## src/rtl/alu_pkg.sv

```systemverilog
// Shared definitions for the ALU issue stage.
// Holds the datapath/index widths, the ALUOp encodings understood by the
// downstream ALU, and the record of fields held between ID and EX.
package alu_pkg;

    localparam int XLEN = 64;   // datapath width
    localparam int REGW = 5;    // register index width
    localparam int OPW  = 4;    // ALUOp width
    localparam int CNTW = 16;   // load-use bubble counter width

    typedef enum logic [OPW-1:0] {
        ALU_AND = 4'b0000,
        ALU_OR  = 4'b0001,
        ALU_ADD = 4'b0010,
        ALU_SUB = 4'b0110,
        ALU_NOR = 4'b1100
    } alu_op_e;

    // Everything captured from decode when an instruction is accepted.
    typedef struct packed {
        logic [REGW-1:0] rs1;
        logic [REGW-1:0] rs2;
        logic [REGW-1:0] rd;
        logic [XLEN-1:0] rs1_data;
        logic [XLEN-1:0] rs2_data;
        logic [XLEN-1:0] imm;
        logic            alu_src;
        logic [OPW-1:0]  alu_op;
        logic            reg_write;
        logic            mem_read;
        logic            mem_write;
        logic            mem_to_reg;
    } ex_fields_t;

endpackage

```

## src/rtl/alu_issue_stage_if.sv

```systemverilog
// Bundle of every non-clock/reset signal of alu_issue_stage.
// Handshakes: a transfer happens on a rising edge where valid and ready are
// both 1. id_valid/ex_valid never wait on ready; id_ready is combinational
// (it falls during a load-use hazard); ex_valid only changes on a transfer,
// a flush or reset.
// Modports:
//   slave  - the issue stage view (decode inputs in, EX outputs out)
//   master - the environment view (drives decode, forwarding and ex_ready)
interface alu_issue_stage_if;
    import alu_pkg::*;

    // decode side
    logic            id_valid;
    logic            id_ready;
    logic [REGW-1:0] id_rs1;
    logic [REGW-1:0] id_rs2;
    logic [REGW-1:0] id_rd;
    logic [XLEN-1:0] id_rs1_data;
    logic [XLEN-1:0] id_rs2_data;
    logic [XLEN-1:0] id_imm;
    logic            id_alu_src;
    logic [OPW-1:0]  id_alu_op;
    logic            id_reg_write;
    logic            id_mem_read;
    logic            id_mem_write;
    logic            id_mem_to_reg;
    logic            flush;

    // forwarding sources
    logic [REGW-1:0] exmem_rd;
    logic            exmem_reg_write;
    logic [XLEN-1:0] exmem_result;
    logic [REGW-1:0] memwb_rd;
    logic            memwb_reg_write;
    logic [XLEN-1:0] memwb_result;

    // EX side
    logic            ex_valid;
    logic            ex_ready;
    logic [XLEN-1:0] alu_a;
    logic [XLEN-1:0] alu_b;
    logic [OPW-1:0]  alu_op;
    logic [XLEN-1:0] ex_store_data;
    logic [REGW-1:0] ex_rd;
    logic            ex_reg_write;
    logic            ex_mem_read;
    logic            ex_mem_write;
    logic            ex_mem_to_reg;
    logic [CNTW-1:0] bubble_cnt;

    modport slave (
        input  id_valid, id_rs1, id_rs2, id_rd, id_rs1_data, id_rs2_data,
               id_imm, id_alu_src, id_alu_op, id_reg_write, id_mem_read,
               id_mem_write, id_mem_to_reg, flush,
               exmem_rd, exmem_reg_write, exmem_result,
               memwb_rd, memwb_reg_write, memwb_result, ex_ready,
        output id_ready, ex_valid, alu_a, alu_b, alu_op, ex_store_data, ex_rd,
               ex_reg_write, ex_mem_read, ex_mem_write, ex_mem_to_reg,
               bubble_cnt
    );

    modport master (
        output id_valid, id_rs1, id_rs2, id_rd, id_rs1_data, id_rs2_data,
               id_imm, id_alu_src, id_alu_op, id_reg_write, id_mem_read,
               id_mem_write, id_mem_to_reg, flush,
               exmem_rd, exmem_reg_write, exmem_result,
               memwb_rd, memwb_reg_write, memwb_result, ex_ready,
        input  id_ready, ex_valid, alu_a, alu_b, alu_op, ex_store_data, ex_rd,
               ex_reg_write, ex_mem_read, ex_mem_write, ex_mem_to_reg,
               bubble_cnt
    );

endinterface

```

## src/rtl/alu_issue_stage_fwd_mux.sv

```systemverilog
// Operand forwarding mux for one source register.
// Ports: rs (source index), reg_data (captured register-file value), the
// EX/MEM and MEM/WB destination/write-enable/result triples, and operand.
// EX/MEM is the younger producer so it wins over MEM/WB; x0 is never
// forwarded because it always reads as the captured (zero) value.
module fwd_mux
    import alu_pkg::*;
(
    input  logic [REGW-1:0] rs,
    input  logic [XLEN-1:0] reg_data,
    input  logic [REGW-1:0] exmem_rd,
    input  logic            exmem_reg_write,
    input  logic [XLEN-1:0] exmem_result,
    input  logic [REGW-1:0] memwb_rd,
    input  logic            memwb_reg_write,
    input  logic [XLEN-1:0] memwb_result,
    output logic [XLEN-1:0] operand
);

    always_comb begin
        operand = reg_data;
        if (exmem_reg_write && (exmem_rd != '0) && (exmem_rd == rs)) begin
            operand = exmem_result;
        end else if (memwb_reg_write && (memwb_rd != '0) && (memwb_rd == rs)) begin
            operand = memwb_result;
        end
    end

endmodule

```

## src/rtl/alu_issue_stage.sv

```systemverilog
// ID/EX issue stage in front of the 64-bit ALU.
// Ports: clk, reset_n (async, active low) and io (alu_issue_stage_if.slave)
// carrying the decode handshake, forwarding sources, EX handshake, ALU
// operands, EX/MEM control and the load-use bubble counter.
// Holds one instruction; inserts exactly one bubble when the held load
// produces a register the incoming instruction reads.
module alu_issue_stage
    import alu_pkg::*;
(
    input  logic              clk,
    input  logic              reset_n,
    alu_issue_stage_if.slave  io
);

    logic            v_q, v_d;
    ex_fields_t      f_q, f_d;
    logic [CNTW-1:0] cnt_q, cnt_d;

    logic            load_use;
    logic            advance;
    logic [XLEN-1:0] fwd_rs1, fwd_rs2;

    // The held load's result is not available until it reaches MEM/WB, so a
    // consumer arriving right behind it must wait one cycle.
    assign load_use = v_q & f_q.mem_read & (f_q.rd != '0) & io.id_valid &
                      ((f_q.rd == io.id_rs1) | (f_q.rd == io.id_rs2));
    assign advance  = ~v_q | io.ex_ready;

    always_comb begin
        v_d   = v_q;
        f_d   = f_q;
        cnt_d = cnt_q;
        if (io.flush) begin
            v_d = 1'b0;
        end else if (advance) begin
            if (io.id_valid && !load_use) begin
                v_d          = 1'b1;
                f_d.rs1      = io.id_rs1;
                f_d.rs2      = io.id_rs2;
                f_d.rd       = io.id_rd;
                f_d.rs1_data = io.id_rs1_data;
                f_d.rs2_data = io.id_rs2_data;
                f_d.imm      = io.id_imm;
                f_d.alu_src  = io.id_alu_src;
                f_d.alu_op   = io.id_alu_op;
                f_d.reg_write  = io.id_reg_write;
                f_d.mem_read   = io.id_mem_read;
                f_d.mem_write  = io.id_mem_write;
                f_d.mem_to_reg = io.id_mem_to_reg;
            end else begin
                v_d = 1'b0;
                if (load_use && (cnt_q != '1)) begin
                    cnt_d = cnt_q + CNTW'(1);
                end
            end
        end
    end

    always_ff @(posedge clk or negedge reset_n) begin
        if (!reset_n) begin
            v_q   <= 1'b0;
            f_q   <= '0;
            cnt_q <= '0;
        end else begin
            v_q   <= v_d;
            f_q   <= f_d;
            cnt_q <= cnt_d;
        end
    end

    fwd_mux u_fwd_rs1 (
        .rs              (f_q.rs1),
        .reg_data        (f_q.rs1_data),
        .exmem_rd        (io.exmem_rd),
        .exmem_reg_write (io.exmem_reg_write),
        .exmem_result    (io.exmem_result),
        .memwb_rd        (io.memwb_rd),
        .memwb_reg_write (io.memwb_reg_write),
        .memwb_result    (io.memwb_result),
        .operand         (fwd_rs1)
    );

    fwd_mux u_fwd_rs2 (
        .rs              (f_q.rs2),
        .reg_data        (f_q.rs2_data),
        .exmem_rd        (io.exmem_rd),
        .exmem_reg_write (io.exmem_reg_write),
        .exmem_result    (io.exmem_result),
        .memwb_rd        (io.memwb_rd),
        .memwb_reg_write (io.memwb_reg_write),
        .memwb_result    (io.memwb_result),
        .operand         (fwd_rs2)
    );

    assign io.id_ready      = advance & ~load_use;
    assign io.ex_valid      = v_q;
    // Operands are not gated: the consumer qualifies them with ex_valid.
    assign io.alu_a         = fwd_rs1;
    assign io.alu_b         = f_q.alu_src ? f_q.imm : fwd_rs2;
    assign io.alu_op        = f_q.alu_op;
    assign io.ex_store_data = fwd_rs2;
    assign io.ex_rd         = f_q.rd;
    // Side-effecting controls are gated so a bubble can never write.
    assign io.ex_reg_write  = v_q & f_q.reg_write;
    assign io.ex_mem_read   = v_q & f_q.mem_read;
    assign io.ex_mem_write  = v_q & f_q.mem_write;
    assign io.ex_mem_to_reg = v_q & f_q.mem_to_reg;
    assign io.bubble_cnt    = cnt_q;

endmodule

```

## src/flat_wrapper.sv

```systemverilog
// flat-port wrapper written by rule: the top's interface ports become plain ports
module alu_issue_stage_flat import alu_pkg::*;
  (clk, reset_n, io_id_valid, io_id_rs1, io_id_rs2, io_id_rd, io_id_rs1_data, io_id_rs2_data, io_id_imm, io_id_alu_src, io_id_alu_op, io_id_reg_write, io_id_mem_read, io_id_mem_write, io_id_mem_to_reg, io_flush, io_exmem_rd, io_exmem_reg_write, io_exmem_result, io_memwb_rd, io_memwb_reg_write, io_memwb_result, io_ex_ready, io_id_ready, io_ex_valid, io_alu_a, io_alu_b, io_alu_op, io_ex_store_data, io_ex_rd, io_ex_reg_write, io_ex_mem_read, io_ex_mem_write, io_ex_mem_to_reg, io_bubble_cnt);
  alu_issue_stage_if io_i ();
  input  logic clk;
  input  logic reset_n;
  input wire logic [$bits(io_i.id_valid)-1:0] io_id_valid;
  input wire logic [$bits(io_i.id_rs1)-1:0] io_id_rs1;
  input wire logic [$bits(io_i.id_rs2)-1:0] io_id_rs2;
  input wire logic [$bits(io_i.id_rd)-1:0] io_id_rd;
  input wire logic [$bits(io_i.id_rs1_data)-1:0] io_id_rs1_data;
  input wire logic [$bits(io_i.id_rs2_data)-1:0] io_id_rs2_data;
  input wire logic [$bits(io_i.id_imm)-1:0] io_id_imm;
  input wire logic [$bits(io_i.id_alu_src)-1:0] io_id_alu_src;
  input wire logic [$bits(io_i.id_alu_op)-1:0] io_id_alu_op;
  input wire logic [$bits(io_i.id_reg_write)-1:0] io_id_reg_write;
  input wire logic [$bits(io_i.id_mem_read)-1:0] io_id_mem_read;
  input wire logic [$bits(io_i.id_mem_write)-1:0] io_id_mem_write;
  input wire logic [$bits(io_i.id_mem_to_reg)-1:0] io_id_mem_to_reg;
  input wire logic [$bits(io_i.flush)-1:0] io_flush;
  input wire logic [$bits(io_i.exmem_rd)-1:0] io_exmem_rd;
  input wire logic [$bits(io_i.exmem_reg_write)-1:0] io_exmem_reg_write;
  input wire logic [$bits(io_i.exmem_result)-1:0] io_exmem_result;
  input wire logic [$bits(io_i.memwb_rd)-1:0] io_memwb_rd;
  input wire logic [$bits(io_i.memwb_reg_write)-1:0] io_memwb_reg_write;
  input wire logic [$bits(io_i.memwb_result)-1:0] io_memwb_result;
  input wire logic [$bits(io_i.ex_ready)-1:0] io_ex_ready;
  output wire logic [$bits(io_i.id_ready)-1:0] io_id_ready;
  output wire logic [$bits(io_i.ex_valid)-1:0] io_ex_valid;
  output wire logic [$bits(io_i.alu_a)-1:0] io_alu_a;
  output wire logic [$bits(io_i.alu_b)-1:0] io_alu_b;
  output wire logic [$bits(io_i.alu_op)-1:0] io_alu_op;
  output wire logic [$bits(io_i.ex_store_data)-1:0] io_ex_store_data;
  output wire logic [$bits(io_i.ex_rd)-1:0] io_ex_rd;
  output wire logic [$bits(io_i.ex_reg_write)-1:0] io_ex_reg_write;
  output wire logic [$bits(io_i.ex_mem_read)-1:0] io_ex_mem_read;
  output wire logic [$bits(io_i.ex_mem_write)-1:0] io_ex_mem_write;
  output wire logic [$bits(io_i.ex_mem_to_reg)-1:0] io_ex_mem_to_reg;
  output wire logic [$bits(io_i.bubble_cnt)-1:0] io_bubble_cnt;
  assign io_i.id_valid = io_id_valid;
  assign io_i.id_rs1 = io_id_rs1;
  assign io_i.id_rs2 = io_id_rs2;
  assign io_i.id_rd = io_id_rd;
  assign io_i.id_rs1_data = io_id_rs1_data;
  assign io_i.id_rs2_data = io_id_rs2_data;
  assign io_i.id_imm = io_id_imm;
  assign io_i.id_alu_src = io_id_alu_src;
  assign io_i.id_alu_op = io_id_alu_op;
  assign io_i.id_reg_write = io_id_reg_write;
  assign io_i.id_mem_read = io_id_mem_read;
  assign io_i.id_mem_write = io_id_mem_write;
  assign io_i.id_mem_to_reg = io_id_mem_to_reg;
  assign io_i.flush = io_flush;
  assign io_i.exmem_rd = io_exmem_rd;
  assign io_i.exmem_reg_write = io_exmem_reg_write;
  assign io_i.exmem_result = io_exmem_result;
  assign io_i.memwb_rd = io_memwb_rd;
  assign io_i.memwb_reg_write = io_memwb_reg_write;
  assign io_i.memwb_result = io_memwb_result;
  assign io_i.ex_ready = io_ex_ready;
  assign io_id_ready = io_i.id_ready;
  assign io_ex_valid = io_i.ex_valid;
  assign io_alu_a = io_i.alu_a;
  assign io_alu_b = io_i.alu_b;
  assign io_alu_op = io_i.alu_op;
  assign io_ex_store_data = io_i.ex_store_data;
  assign io_ex_rd = io_i.ex_rd;
  assign io_ex_reg_write = io_i.ex_reg_write;
  assign io_ex_mem_read = io_i.ex_mem_read;
  assign io_ex_mem_write = io_i.ex_mem_write;
  assign io_ex_mem_to_reg = io_i.ex_mem_to_reg;
  assign io_bubble_cnt = io_i.bubble_cnt;
  alu_issue_stage u_core (.clk(clk), .reset_n(reset_n), .io(io_i));
endmodule
```

## config.mk

```make
export PLATFORM = sky130hd
export DESIGN_NAME = alu_issue_stage_flat
export DESIGN_NICKNAME = d
export VERILOG_FILES = /design/src/rtl/alu_pkg.sv /design/src/rtl/alu_issue_stage_if.sv /design/src/rtl/alu_issue_stage_fwd_mux.sv /design/src/rtl/alu_issue_stage.sv /design/src/flat_wrapper.sv
export SDC_FILE = /design/constraint.sdc
export NUM_CORES = 1
export LEC_CHECK = 0
export ABC_AREA = 0
export BUFFER_PORTS_ARGS = -buffer_cell sky130_fd_sc_hd__buf_2
export CORE_AREA = 10 10 218 220
export DETAILED_ROUTE_END_ITERATION = 6
export DIE_AREA = 0 0 228 230
export HOLD_SLACK_MARGIN = 0.12
export PLACE_DENSITY = 0.66
export SKIP_CTS_REPAIR_TIMING = 1
export SLEW_MARGIN = 40
export SYNTH_ARGS = -nofsm -noshare
export SYNTH_HDL_FRONTEND = slang
export SYNTH_SLANG_ARGS = --single-unit
```

## constraint.sdc

```tcl
create_clock -name clk -period 2.4 [get_ports clk]
set_input_delay 0.36 -clock clk [delete_from_list [all_inputs] [get_ports clk]]
set_output_delay 0.36 -clock clk [all_outputs]
set_load 0.005 [all_outputs]
```

==> out/metrics.cfg <==
[status]
outcome=complete, but fails checks
violations=negative setup slack

[setup_path]
worstRegToRegCells=7
timing.critical_path.buf_inv=3
worstPathCellList=xnor2_2 -> nand3_2 -> or3_4 -> buf_12 -> buf_4 -> nor2_2 -> a21oi_2 -> mux2_2 -> buf_2
critical_path.top_delay_family=simple AND/OR/NAND/NOR gates
cp-end-kind=output pin
criticalPathCategory=flip-flop to output pin
crit-reg2reg-launch=u_core.io.ex_rd[2]
crit_required_ns=2.04
startpoint_type=flip-flop
worstPathMaxFanout=15
worst_ep_arrival_time_ns=2.74
crit_slowest_cell=sky130_fd_sc_hd__dfrtp_2
critical_path_cell_count=9
worst_setup_path_startpoint=u_core.f_q[206]
cp_slowest_stage_delay_ns=0.44

[clocking]
root_buffer=sky130_fd_sc_hd__clkbuf_16
cts_inserted_buffers=29
clk_path_buf_depth=3
tritoncts_clock_tree=yes
cts_num_sinks=233
cts-htree-levels=1
clock_latency_at_the_later_pin_of_the_worst_skew_pair_ns=0.56
path_clk_slew_ns=0.06

[sta]
finalSetupViolCount=193
timing.final.crit_share_pct=129
timing_hold_violations_final=0
period_needed_ns=3.10
fmax_mhz=322
maxSlewHeadroom_pct=53.2
unrepaired_setup_endpoints_after_global_routing=yes
worst_slack_ns=-0.702
tightest_slew_ns=0.701
clock-skew-final_ns=0.00958
slew_violations=0

[global_routing]
grt.total_usage_pct=18.8
grt_start_max_net_pins=76
sum_of_overflow_across_all_layers_after_global_routing=0
antenna_violations_before_repair=9
grt_first_pass_wirelength_um=77900
number_of_global_route_vias_before_repair=12700

[synthesis]
synth_cell_types=37
async_s_r_ff_share_synth_pct=100
synthesis.nets=1531
synthesis.area_sq_mm=0.0129
synthesis.instances=1169
synth_warnings=0
postSynthRegisterBits=233
synth-edff-count=0
most_instantiated_flip_flop_cell_in_the_synthesis_netlist=sky130_fd_sc_hd__dfrtp_1
ys_seq_area_share_pct=45.3
avg_cell_area_syn_sq_um=11.0

[power_and_ir_drop]
pwr_density_cell_mw_per_mm2=644
ir_drop_worst_vdd_mv=0.626
p_sw_mw=4.70
leak_pwr_nw=10.6
power_report.internal_total_mw=10.4
share_comb_of_total_power_pct=36.0
power_frac_seq_pct=33.4
power.clock.fraction_pct=30.6
p_sw_share_pct=31.1

[finish]
final_standard_cell_area_without_fillers_sq_mm=0.0234
final_cell_count_no_fill=2739
most-common-layout-cells=sky130_fd_sc_hd__buf_2, sky130_fd_sc_hd__mux2_2, sky130_fd_sc_hd__dfrtp_1
nets=2487
register_area_sq_mm=0.00584
fillCellCount=3389
area_taken_by_multi_input_logic_gates_sq_mm=0.00783
post_synthesis_to_final_layout_area_growth_pct=82.1
layout-drive-gt1-share_pct=62.6
most_common_cell_after_layout_fill_and_taps_aside=sky130_fd_sc_hd__buf_2

[drt]
route.detailed.vias_per_inst=5.08
first_pass_iters=7
initialDrtViolationCount=1094
via_count=13900
route.antenna.remaining_nets=0
drt-wirelength-per-cell_um=25.2
drt_drc_violations_left=0
routed_wl_um=69100

[placement]
port_buffers=583
dpl-instance-area_sq_mm=0.0174
dp.cells=2382
pre_cts_ws_ns=-0.440
gp_routability_congestion=0.983
hpwl_um=41900

[job]
drv_cap=0

[floorplan]
die_height_um=230
fp.coreArea_sq_mm=0.0429
fp.dieW_um=228
design.portCount=584
std_cell_rows=76
dieArea_sq_mm=0.0524
initial_core_util_pct=30.0

[min_path]
min_path_cells=2
worst_hold_startpoint=io_id_rs1[3]
min-delay-path-class=input pin to flip-flop

==> worst register-to-register path, delay by kind of cell, from the launching register on <==
| family | cells | cell delay [ns] |
|---|---|---|
| AO/OA/AOI/OAI | 1 | 0.21 |
| buffers and inverters | 2 | 0.45 |
| flip-flops | 1 | 0.38 |
| multiplexers | 1 | 0.38 |
| AND/OR/NAND/NOR | 3 | 0.81 |
==> power by group through the flow <==
| stage | clock, mW | combinational [mW] | sequential [mW] |
|---|---|---|---|
| floorplan | 0 | 1.99 | 4.88 |
| global placement | 0 | 3.94 | 5.00 |
| detailed placement | 0 | 4.01 | 5.03 |
| CTS | 4.69 | 4.03 | 4.97 |
| global route | 4.86 | 5.76 | 5.09 |
| finish | 4.62 | 5.44 | 5.04 |
==> per-layer routing <==
| metal | vias up | track usage (%) | part of all wire [%] |
|---|---|---|---|
| met1 | 6866 | 21.2 | 38 |
| li1 | 6041 | - | - |
| met2 | 785 | 33.4 | 49 |
| met3 | 210 | 5.60 | 7.5 |
| met4 | 4 | 6.35 | 5.1 |
| met5 | - | 0 | 0.058 |
==> cell families (layout without fill, tap and decap cells) <==
family	Yosys count	after routing	synth area share, %
compound gates	188	188	9.40
xor+xnor	45	45	3.06
fa+ha+maj	1	1	0.0971
buf+inv	91	1068	4.17
flops	233	233	45.3
mux	345	345	29.5
other cells	0	7	0
simple gates	266	267	8.46
==> final timing paths <==
kind | slack, ns | end
min | 0.13 | u_core.f_q[214]
max reg2reg | 0.06 | u_core.f_q[41]
min in group asynchronous | 0.41 | u_core.io.bubble_cnt[12]
max in group asynchronous | 1.27 | u_core.f_q[210]
max | -0.70 | io_alu_b[38]
min reg2reg | 0.49 | u_core.f_q[197]
==> metrics by stage <==
| stage | util, % | hold slack (ns) | total power [mW] | setup TNS (ns) |
|---|---|---|---|---|
| after detailed placement | 40.5 | 0.410 | 9.04 | -39.19 |
| final | 54.7 | 0.130 | 15.1 | -104.78 |
| after floorplan | - | 0.0644 | 6.87 | 0 |
| after global routing | 54.7 | 0.137 | 15.7 | -123.90 |
| after CTS | 42.8 | -0.188 | 13.7 | -114.81 |
| after global placement | 40.5 | 0.400 | 8.95 | -32.21 |
==> synth_stat cells, types with 2 or more instances <==
cell                       instances  area, sq um
sky130_fd_sc_hd__and2_1            4         25.0
sky130_fd_sc_hd__nand4_1           3         18.8
sky130_fd_sc_hd__xnor2_1          25          219
sky130_fd_sc_hd__buf_1             2         7.51
sky130_fd_sc_hd__o21ai_1           2         10.0
sky130_fd_sc_hd__buf_2            30          150
sky130_fd_sc_hd__a21oi_2          64          561
sky130_fd_sc_hd__buf_6             7         78.8
sky130_fd_sc_hd__mux2_2          240         2700
sky130_fd_sc_hd__o21ai_0          65          325
sky130_fd_sc_hd__and3_1            3         18.8
sky130_fd_sc_hd__a31oi_1          13         81.3
sky130_fd_sc_hd__dfrtp_1         233         5830
sky130_fd_sc_hd__inv_1             3         11.3
sky130_fd_sc_hd__xor2_1           20          175
sky130_fd_sc_hd__nand3_1          12         60.1
sky130_fd_sc_hd__mux2_1           41          462
sky130_fd_sc_hd__nor4_1            2         12.5
sky130_fd_sc_hd__nand2_1         149          559
sky130_fd_sc_hd__or3_1             2         12.5
sky130_fd_sc_hd__a21oi_1          39          195
sky130_fd_sc_hd__buf_4            28          210
sky130_fd_sc_hd__or4_1             3         22.5
sky130_fd_sc_hd__nor3_1            8         40.0
sky130_fd_sc_hd__mux2i_1          64          641
sky130_fd_sc_hd__nor2_1           76          285
sky130_fd_sc_hd__clkbuf_1         21         78.8
==> sequential cells by signal (all words and copies together), names as in the netlist <==
signal,count
u_core.io.alu_op,4
u_core.io.ex_rd,5
u_core.f_q,207
u_core.io.ex_valid,1
u_core.io.bubble_cnt,16
==> layout make-up <==
| class | count | share of cell area (%) |
|---|---|---|
| Tap cell | 585 | 3.12 |
| Antenna cell | 7 | 0.0747 |
| Inverter | 3 | 0.0480 |
| Clock buffer | 36 | 3.42 |
| Timing Repair Buffer | 1012 | 34.2 |
| Sequential cell | 233 | 24.9 |
| Clock inverter | 17 | 0.843 |
| Multi-Input combinational cell | 846 | 33.4 |
Power figures use the tool's default switching activity.
